### src/rtl/rtc_bus_arbiter.sv
// ---------------------------------------------------------------------------
// rtc_bus_arbiter
//
// Shares the multiplexed address/data bus of the external RTC chip between
// NREQ internal requesters (init sequencer, periodic time reader, user-setting
// writer). Each grant runs one complete RTC transaction: an address phase
// (address always latched with WR) followed by a data phase (read or write).
// Read data is captured and returned to the requester.
//
// Optional feature (compile-time macro):
//   RTC_BUS_FIXED_PRIO_EN  defined   -> fixed priority, lowest index wins
//                          undefined -> round-robin starting after last winner
//
// Ports:
//   clk        in   clock
//   reset      in   synchronous, active-high
//   req        in   [NREQ]      request per requester, held until its done
//   req_wr     in   [NREQ]      1=write, 0=read; sampled at grant
//   req_addr   in   [NREQ*BUS]  packed register address, slice i = requester i
//   req_wdata  in   [NREQ*BUS]  packed write data
//   gnt        out  [NREQ]      one-hot grant, high for the whole transaction
//   done       out  [NREQ]      1-cycle pulse at transaction end
//   rdata      out  [BUS]       read data, valid in done cycle, held until next read
//   busy       out              high from grant through done
//   CS,RD,WR,AD out             RTC strobes, active-low
//   ad_out     out  [BUS]       bus drive value
//   ad_oe      out              tri-state enable for ad_out
//   ad_in      in   [BUS]       bus sampled value
// ---------------------------------------------------------------------------
module rtc_bus_arbiter #(
    parameter int NREQ    = 3,
    parameter int BUS     = 8,
    parameter int T_PULSE = 5,
    parameter int T_GAP   = 8
) (
    input  logic                 clk,
    input  logic                 reset,
    input  logic [NREQ-1:0]      req,
    input  logic [NREQ-1:0]      req_wr,
    input  logic [NREQ*BUS-1:0]  req_addr,
    input  logic [NREQ*BUS-1:0]  req_wdata,
    output logic [NREQ-1:0]      gnt,
    output logic [NREQ-1:0]      done,
    output logic [BUS-1:0]       rdata,
    output logic                 busy,
    output logic                 CS,
    output logic                 RD,
    output logic                 WR,
    output logic                 AD,
    output logic [BUS-1:0]       ad_out,
    output logic                 ad_oe,
    input  logic [BUS-1:0]       ad_in
);

    localparam int IW   = $clog2(NREQ);
    localparam int CMAX = (T_PULSE > T_GAP) ? T_PULSE : T_GAP;
    localparam int CW   = $clog2(CMAX) + 1;

    // One state per distinct bus cycle of the transaction; the strobe and
    // gap states stretch over several cycles using the shared counter.
    typedef enum logic [3:0] {
        IDLE,   // waiting for a request
        A_SET,  // AD low, address driven
        A_CS,   // CS low
        A_STB,  // WR low for T_PULSE cycles
        A_REL,  // WR back high
        A_CSH,  // CS back high
        A_ADH,  // AD back high
        A_END,  // bus released
        GAP,    // T_GAP idle cycles
        D_CS,   // CS low
        D_STB,  // RD or WR low for T_PULSE cycles
        D_REL,  // strobe back high (read data captured on entry)
        D_CSH,  // CS back high
        D_DONE  // done pulse
    } state_t;

    state_t            state;
    logic [CW-1:0]     cnt;
    logic              wr_q;
    logic [BUS-1:0]    wdata_q;
    logic [IW-1:0]     win;
    logic              win_vld;

`ifdef RTC_BUS_FIXED_PRIO_EN
    // Scan from the top down so the lowest requesting index is assigned last.
    // NOTE: every always_comb output gets a default first so no latch is inferred.
    always_comb begin
        win     = '0;
        win_vld = 1'b0;
        for (int i = NREQ - 1; i >= 0; i--) begin
            if (req[i]) begin
                win     = IW'(i);
                win_vld = 1'b1;
            end
        end
    end
`else
    logic [IW-1:0] ptr;
    logic [IW-1:0] idx;

    // Search offsets NREQ..1 from the last winner; the smallest offset is
    // visited last, so the requester closest after ptr wins.
    // NOTE: every always_comb output gets a default first so no latch is inferred.
    always_comb begin
        win     = '0;
        win_vld = 1'b0;
        idx     = '0;
        for (int i = NREQ; i >= 1; i--) begin
            idx = IW'((int'(ptr) + i) % NREQ);
            if (req[idx]) begin
                win     = idx;
                win_vld = 1'b1;
            end
        end
    end
`endif

    // NOTE: all state and registered outputs use non-blocking assignments so
    // every branch sees the values from before this edge.
    always_ff @(posedge clk) begin
        if (reset) begin
            state   <= IDLE;
            cnt     <= '0;
            gnt     <= '0;
            done    <= '0;
            busy    <= 1'b0;
            rdata   <= '0;
            CS      <= 1'b1;
            RD      <= 1'b1;
            WR      <= 1'b1;
            AD      <= 1'b1;
            ad_out  <= '1;
            ad_oe   <= 1'b0;
            wr_q    <= 1'b0;
            wdata_q <= '0;
`ifndef RTC_BUS_FIXED_PRIO_EN
            ptr     <= IW'(NREQ - 1);
`endif
        end else begin
            // The counter clears whenever the state changes; only the
            // multi-cycle states below advance it while they hold.
            cnt  <= '0;
            done <= '0;
            case (state)
                IDLE: begin
                    if (win_vld) begin
                        gnt     <= NREQ'(1) << win;
                        busy    <= 1'b1;
                        wr_q    <= req_wr[win];
                        wdata_q <= req_wdata[int'(win)*BUS +: BUS];
                        ad_out  <= req_addr[int'(win)*BUS +: BUS];
                        ad_oe   <= 1'b1;
                        AD      <= 1'b0;
`ifndef RTC_BUS_FIXED_PRIO_EN
                        ptr     <= win;
`endif
                        state   <= A_SET;
                    end
                end
                A_SET: begin
                    CS    <= 1'b0;
                    state <= A_CS;
                end
                A_CS: begin
                    WR    <= 1'b0;
                    state <= A_STB;
                end
                A_STB: begin
                    if (cnt == CW'(T_PULSE - 1)) begin
                        WR    <= 1'b1;
                        state <= A_REL;
                    end else begin
                        cnt <= cnt + 1'b1;
                    end
                end
                A_REL: begin
                    CS    <= 1'b1;
                    state <= A_CSH;
                end
                A_CSH: begin
                    AD    <= 1'b1;
                    state <= A_ADH;
                end
                A_ADH: begin
                    ad_out <= '1;
                    ad_oe  <= 1'b0;
                    state  <= A_END;
                end
                A_END: begin
                    state <= GAP;
                end
                GAP: begin
                    if (cnt == CW'(T_GAP - 1)) begin
                        CS    <= 1'b0;
                        state <= D_CS;
                    end else begin
                        cnt <= cnt + 1'b1;
                    end
                end
                D_CS: begin
                    // Reads leave the bus undriven so RD is never low with ad_oe set.
                    if (wr_q) begin
                        WR     <= 1'b0;
                        ad_oe  <= 1'b1;
                        ad_out <= wdata_q;
                    end else begin
                        RD <= 1'b0;
                    end
                    state <= D_STB;
                end
                D_STB: begin
                    if (cnt == CW'(T_PULSE - 1)) begin
                        WR <= 1'b1;
                        RD <= 1'b1;
                        // Sample on the same edge that raises RD.
                        if (!wr_q) rdata <= ad_in;
                        state <= D_REL;
                    end else begin
                        cnt <= cnt + 1'b1;
                    end
                end
                D_REL: begin
                    CS    <= 1'b1;
                    state <= D_CSH;
                end
                D_CSH: begin
                    ad_out <= '1;
                    ad_oe  <= 1'b0;
                    done   <= gnt;
                    state  <= D_DONE;
                end
                D_DONE: begin
                    gnt   <= '0;
                    busy  <= 1'b0;
                    state <= IDLE;
                end
                default: state <= IDLE;
            endcase
        end
    end

endmodule

### config.mk
export PLATFORM = sky130hd
export DESIGN_NAME = rtc_bus_arbiter
export DESIGN_NICKNAME = d
export VERILOG_FILES = /design/src/rtl/rtc_bus_arbiter.sv
export SDC_FILE = /design/constraint.sdc
export NUM_CORES = 1
export LEC_CHECK = 0
export ABC_CLOCK_PERIOD_IN_PS = 4000
export CAP_MARGIN = 10
export CORE_MARGIN = 1
export CORE_UTILIZATION = 45
export DETAILED_ROUTE_END_ITERATION = 6
export PLACE_DENSITY = 0.79
export SYNTH_ARGS = -nofsm -noshare
export SYNTH_HDL_FRONTEND = slang
export SYNTH_SLANG_ARGS = --single-unit
### constraint.sdc
create_clock -name clk -period 4 [get_ports clk]
set_input_delay 0.4 -clock clk [delete_from_list [all_inputs] [get_ports clk]]
set_output_delay 0.4 -clock clk [all_outputs]
set_load 0.01 [all_outputs]
==> results.md, run 1 <==
* Final setup viols at 0
* Effective utilization at floorplan at 0.4641
* Most frequent standard cell in the layout excluding fill and tap cells: clkdlybuf4s50_1
* Maximum Capacitance Violations at 0
* Post-synth EDFFs at 0
* Worst Path Max Fanout at 25
* Final core utilization at 0.6316
* Clock tree buffer depth at 2
* Portion of total power attributed to the clock network at 0.129
* DRT Pass-1 Iters at 4
* Number of max-slew violations in the final report at 0
* Top cells by area in the synthesized netlist: dfxtp_1 34%, mux2i_1 7.0%, nand3_1 4.9%
* Most used cells in the layout excluding fill and tap cells: 91 x clkdlybuf4s50_1, 47 x dfxtp_1, 27 x nand3_1
* Fraction of layout cells with a size suffix above 1 at 0.07769
* Fraction of registers with async set/reset at 0
* Overall global routing resource usage at 0.2257
* Arrival time reported for the critical path endpoint at 2.78 ns
* CTS buffer count at 5
* Aggregate global routing overflow at 0
* Layout Area Growth over Synthesis at 36.10%
* Die Height at 79.91 um
* Routability Congestion at 0.8352
* Antenna diodes at 0
* Syn Inst Count at 324
* Worst Setup Path Type: reg2reg
* Cell taking the most area after synthesis: dfxtp_1
* Vias at 2696
* Drt initial violations at 191
* Number of nets with antenna violations after detailed routing at 0
* Hold crit path type: reg2reg
* Int Power at 1317 uW
* Synth top area share at 0.3445
* Combinational share of power at 0.560
* RR Startpoint: ptr[0]$_SDFFE_PP0P_
* Cts hold-fix bufs at 0
* Number of storage elements in the synthesis netlist at 47
* Root buf cell: clkbuf_8
* Mapped cell area at 2731 um2
* Die Wd at 79.91 um
* Post-DP HPWL at 5.205 mm
* Pin count of the biggest net entering global routing at 28
* Final hold violations at 0
* Standard-cell row count at 28
* Transition time of the tightest slew-check pin at 0.8182 ns
* Clock edge transition at the registers on the reported setup and hold paths at 0.08 ns
* Result of the run: finished clean
* Wire length of the first global-routing pass at 11.35 mm
* Floorplan Core Area at 5886 um2
* Setup_tns at 0 ns
* Synthesized net count at 394
* Vias in the first global route at 2474
* Kind of start point of the critical path: flip-flop
* RSZ-0062 raised after global routing: no
* Max-Slew Margin vs Limit at 0.4516
* Minimum clock period after layout at 2.591 ns
* Peak supply drop at 0.3606 mV
* Count of synthesis-stage warnings from yosys at 0
* Die area at 6386 um2
* Residual DRC count at 0
* Worst clock skew at 0.007177 ns
* Sequential share of power at 0.311
* Data required time of the worst path at 4.19 ns
* Buffers inserted during post-CTS setup optimization at 0
* Sequential cell area fraction in the yosys report at 0.3445
* Critical path origin: ptr[0]$_SDFFE_PP0P_
* Final cycle utilization of the critical path at 0.6478
* Post-CTS resize count at 0
* Total net switching power at 945.5 uW
* H-tree level count at 2
* Placed cell areas at 3630 um2
* Via density per instance at 5.688
* Leak Pwr at 0.001410 uW
* Distinct cells, synth at 57
* # port buffers at 91
* Initial antenna violation count at 0
* Number of nets in the layout at 469
* Hold Path Origin: cnt[0]$_SDFF_PP0_
* Summed area of non-filler cells in the final layout at 3717 um2
* Highest clock frequency the design can meet at 385.9 MHz
* CTS tree: done
* Synth Flop Type: dfxtp_1
* Clock network latency to the later pin of the worst-skew pair at 0.30 ns
* Post-detailed-route wirelength per cell at 14.90 um
* Switching share of total power at 0.4179
* Per-instance average area after synthesis at 8.430 um2
* CP Capture Type: flip-flop
* Number of ports placed on the die boundary at 92
* Clk sinks at 47
* Aggregate routed wire length at 7.062 mm
* Power per cell area at 608.7 nW/um2
registers in the layout, indices dropped and copies added (netlist names):
name     flops
ad_oe        1
ptr          2
wdata_q      8
cnt          4
AD           1
state        4
WR           1
RD           1
rdata        8
CS           1
busy         1
done         3
wr_q         1
ad_out       8
gnt          3
worst max-delay path, stage by stage, from the launching register on:
cell	delay (ns)
dfxtp_1	0.38
inv_1	0.08
ha_1	0.45
and3b_1	0.29
or4_4	0.56
and2_4	0.24
mux2_4	0.31
and3_1	0.18
metal layers:
metal	track usage	vias to the layer above	routed length [um]
met3	0.03657	7	422
met2	0.3641	92	3304
met4	0.07679	0	96
met1	0.3036	1254	3239
li1	-	1343	-
met5	0	-	0
synth_stat cells, types with 2 or more instances:
master,count
a31o_2,9
a31oi_1,2
clkbuf_1,12
a221o_1,9
inv_1,11
nand2_1,26
nand2b_1,13
nand4_1,9
mux2i_1,19
o22ai_1,2
nor2b_1,7
o21ai_0,17
and3_1,3
a21oi_1,9
a211oi_1,2
buf_1,3
o21a_1,9
nand3_1,27
nor4_1,2
ha_1,6
o221a_2,2
or2_2,2
dfxtp_1,47
buf_6,2
nor2_1,20
a21boi_0,2
o221ai_1,9
buf_2,7
nor3_1,2
xor2_1,2
and2_1,3
nand3b_1,3
o211a_1,2
power by group through the flow:
stage | Clock (uW) | Sequential [uW] | Combinational [uW]
3_3_place_gp | 0 | 706 | 1240
5_1_grt | 312 | 722 | 1400
2_1_floorplan | 0 | 693 | 946
6_report | 292 | 703 | 1270
3_5_place_dp | 0 | 711 | 1260
4_1_cts | 294 | 702 | 1270
logic make-up (layout without fill, tap and decap cells):
logic type,count (synthesis),after routing,share of synthesized area
buf+inv,36,111,0.05817
compound gates,85,85,0.2313
mux,21,21,0.08337
simple gates,127,127,0.2487
fa+ha+maj,6,6,0.02748
xor+xnor,2,2,0.006414
flops,47,47,0.3445
path summary, 6_finish.rpt:
| kind | end | slack, ns | cells past startpoint |
|---|---|---|---|
| setup / recovery | gnt[2]$_SDFFE_PP0P_ | 1.41 | 7 |
| hold reg to reg | cnt[0]$_SDFF_PP0_ | 0.48 | 1 |
| hold / removal | cnt[0]$_SDFF_PP0_ | 0.48 | 1 |
| setup reg to reg | gnt[2]$_SDFFE_PP0P_ | 1.41 | 7 |
through the flow:
stage / hold WS (ns) / instances / setup WS (ns) / power (uW)
2_1_floorplan: 0.4297 / 324 / 1.672 / 1639
3_3_place_gp: 0.4445 / 467 / 1.449 / 1947
3_5_place_dp: 0.4630 / 467 / 1.390 / 1970
4_1_cts: 0.4794 / 474 / 1.400 / 2261
5_1_grt: 0.5290 / 474 / 1.207 / 2429
6_report: 0.4770 / 474 / 1.409 / 2263
final cells by class:
| type | count | area, um2 |
|---|---|---|
| fill | 532 | 2168 |
| multi-input combinational | 241 | 1632 |
| sequential | 47 | 940.9 |
| timing repair buffer | 92 | 918.4 |
| tap | 75 | 93.84 |
| clock buffer | 6 | 82.58 |
| inverter | 12 | 45.04 |
| clock inverter | 1 | 5.005 |
Note: power is estimated with default switching activity, not from simulation.
==> inputs of run 2 (changes only) <==
--- a/config.mk
+++ b/config.mk
@@ -5,7 +5,7 @@
 export SDC_FILE = /design/constraint.sdc
 export NUM_CORES = 1
 export LEC_CHECK = 0
-export ABC_CLOCK_PERIOD_IN_PS = 4000
+export ABC_CLOCK_PERIOD_IN_PS = 2600
 export CAP_MARGIN = 10
 export CORE_MARGIN = 1
 export CORE_UTILIZATION = 45
==> constraint.sdc (replaced) <==
create_clock -name clk -period 2.6 [get_ports clk]
set_input_delay 0.26 -clock clk [delete_from_list [all_inputs] [get_ports clk]]
set_output_delay 0.26 -clock clk [all_outputs]
set_load 0.01 [all_outputs]
==> run 2 against run 1 <==
Cell count is 2.1% higher. Via count is 2.5% higher. Total power is 65% higher. Sequential share of layout area is 0.78 points lower. First-iteration DRC count is 2.1% higher. Count of clock-buffer cells in the layout stayed put. Combinational power is 67% higher. Critical path type unchanged. Fmax is 7.8% higher. Highest routed layer unchanged. Design area is 3.2% higher. Die area stayed put.
==> results.md, run 2 (synthesized netlist as in run 1, its figures left out) <==
* Result of the run: finished clean
* Overall global routing resource usage at 0.2250 (-0.0007769)
* CTS tree: done
* Aggregate global routing overflow at 0 (unchanged)
* Switching share of total power at 0.4033 (-0.01453)
* Clock tree buffer depth at 2 (unchanged)
* Maximum Capacitance Violations at 0 (unchanged)
* Non-Filler Instances at 484 (+2.1%)
* Leak Pwr at 0.001464 uW (+3.8%)
* Number of max-slew violations in the final report at 0 (unchanged)
* RSZ-0062 raised after global routing: no
* Sequential share of power at 0.283 (-0.028)
* Summed area of non-filler cells in the final layout at 3836 um2 (+3.2%)
* Worst clock skew at 0.003612 ns (-0.003565 ns)
* Kind of start point of the critical path: flip-flop
* CTS buffer count at 5 (unchanged)
* Die Height at 79.91 um (unchanged)
* Root buf cell: clkbuf_8
* Highest clock frequency the design can meet at 415.9 MHz (+7.8%)
* CP Capture Type: flip-flop
* Final setup viols at 0 (unchanged)
* Ordered list of cells on the worst path: inv_1, ha_2, and3b_1, or4_4, and2_4, mux2_4, and3_1
* Combinational share of power at 0.567 (+0.007)
* Most frequent standard cell in the layout excluding fill and tap cells: clkdlybuf4s50_1
* Post-detailed-route wirelength per cell at 14.97 um (+0.49%)
* Worst Setup Path Type: reg2reg
* Clock edge transition at the registers on the reported setup and hold paths at 0.09 ns (about the same)
* Fraction of layout cells with a size suffix above 1 at 0.1051 (+0.02744)
* Placed Cells incl. Taps at 476 (+1.9%)
* DRT Pass-1 Iters at 4 (unchanged)
* Via density per instance at 5.711 (+0.40%)
* Registers with the most flip-flops: ad_out: 8 flops, rdata: 8 flops, wdata_q: 8 flops
* Transition time of the tightest slew-check pin at 0.5590 ns (-0.2592 ns)
* Max-Slew Margin vs Limit at 0.6250 (+0.1734)
* Die area at 6386 um2 (unchanged)
* Aggregate routed wire length at 7.246 mm (+2.6%)
* # port buffers at 91 (unchanged)
* Total net switching power at 1508 uW (+59%)
* Vias at 2764 (+2.5%)
* Placed cell areas at 3697 um2 (+1.9%)
* Standard-cell row count at 28 (unchanged)
* Cts hold-fix bufs at 0 (unchanged)
* Number of nets with antenna violations after detailed routing at 0 (unchanged)
* Power per cell area at 974.7 nW/um2 (+60%)
* Buffers inserted during post-CTS setup optimization at 0 (unchanged)
* Wire length of the first global-routing pass at 11.39 mm (+0.36%)
* Vias in the first global route at 2473 (-0.040%)
* Routability Congestion at 0.8366 (+0.17%)
* Initial antenna violation count at 0 (unchanged)
* Number of ports placed on the die boundary at 92 (unchanged)
* Post-CTS resize count at 0 (unchanged)
* Most used cells in the layout excluding fill and tap cells: 91 x clkdlybuf4s50_1, 47 x dfxtp_1, 27 x nand3_1
* H-tree level count at 2 (unchanged)
* Pin count of the biggest net entering global routing at 28 (unchanged)
* Portion of total power attributed to the clock network at 0.150 (+0.021)
* Post-DP HPWL at 5.264 mm (+1.1%)
* Data required time of the worst path at 2.80 ns (-1.39 ns)
* Peak supply drop at 0.5580 mV (+55%)
* Number of nets in the layout at 478 (+1.9%)
* Final hold violations at 0 (unchanged)
* Residual DRC count at 0 (unchanged)
* Clk sinks at 47 (unchanged)
* Antenna diodes at 0 (unchanged)
* Floorplan Core Area at 5886 um2 (unchanged)
* Final cycle utilization of the critical path at 0.9248 (+0.2770)
* Smallest hold slack at 0.4779 ns (+0.0008950 ns)
* Die Wd at 79.91 um (unchanged)
* Minimum clock period after layout at 2.405 ns (-0.1866 ns)
* Effective utilization at floorplan at 0.4641 (unchanged)
* Drt initial violations at 195 (+2.1%)
* Layout Area Growth over Synthesis at 40.45%
* R2R Setup Slk at 0.20 ns (-1.21 ns)
* Number of inserted filler cells in the final layout at 494 (-7.1%)
* Arrival time reported for the critical path endpoint at 2.60 ns (-0.18 ns)
* Setup_tns at 0 ns (unchanged)
* Int Power at 2231 uW (+69%)
* Clock network latency to the later pin of the worst-skew pair at 0.30 ns (about the same)
* Maximum cell stage delay along the critical path at 0.55 ns (about the same)
* Worst Path Max Fanout at 13 (-48%)
* Cell with the largest stage delay on the worst path: or4_4
* Hold crit path type: reg2reg
## run 2: power by group through the flow
stage               combinational [uW]  clock, uW  sequential (uW)
floorplan                         1460          0             1070
global route                      2310        599             1080
finish                            2120        562             1060
CTS                               2050        567             1050
detailed placement                2040          0             1070
global placement                  2010          0             1060
## run 2: worst max-delay path: cells and delay by family, from the launching register on
kind	cells	cell delay (ns)
and+or+nand+nor	4	1.16
DFF	1	0.39
adders and majority gates	1	0.38
muxes	1	0.29
buffers and inverters	1	0.08
## run 2: worst paths after layout
kind | start | end | cells past startpoint
setup / recovery | ptr[0]$_SDFFE_PP0P_ | gnt[2]$_SDFFE_PP0P_ | 7
setup reg to reg | ptr[0]$_SDFFE_PP0P_ | gnt[2]$_SDFFE_PP0P_ | 7
hold / removal | cnt[0]$_SDFF_PP0_ | cnt[0]$_SDFF_PP0_ | 1
hold reg to reg | cnt[0]$_SDFF_PP0_ | cnt[0]$_SDFF_PP0_ | 1
## run 2: per-layer routing
layer,up-vias,GRT usage,share of wire,routed length (um)
li1,1359,-,-,-
met1,1303,0.3027,0.46,3323
met2,98,0.3556,0.47,3376
met3,4,0.06171,0.068,490
met4,0,0.05179,0.0077,56
met5,-,0,0,0
## run 2: final cells by class
type,instances,area [um2],area share
multi-input cells,241,1653,0.4309
repair buffers,101,985.9,0.2570
flip-flops and latches,47,940.9,0.2453
well taps,75,93.84,0.02446
clock buffers,6,82.58,0.02153
inverters,12,45.04,0.01174
clock inverters,2,35.03,0.009132
## run 2: through the flow
step / total power, uW / setup slack (ns) / util
finish: 3739 / 0.1954 / 0.6518
global route: 3992 / 0.02462 / 0.6518
CTS: 3672 / 0.08877 / 0.6482
detailed placement: 3105 / 0.1096 / 0.6282
global placement: 3070 / 0.1359 / 0.6282
floorplan: 2522 / 0.2723 / -
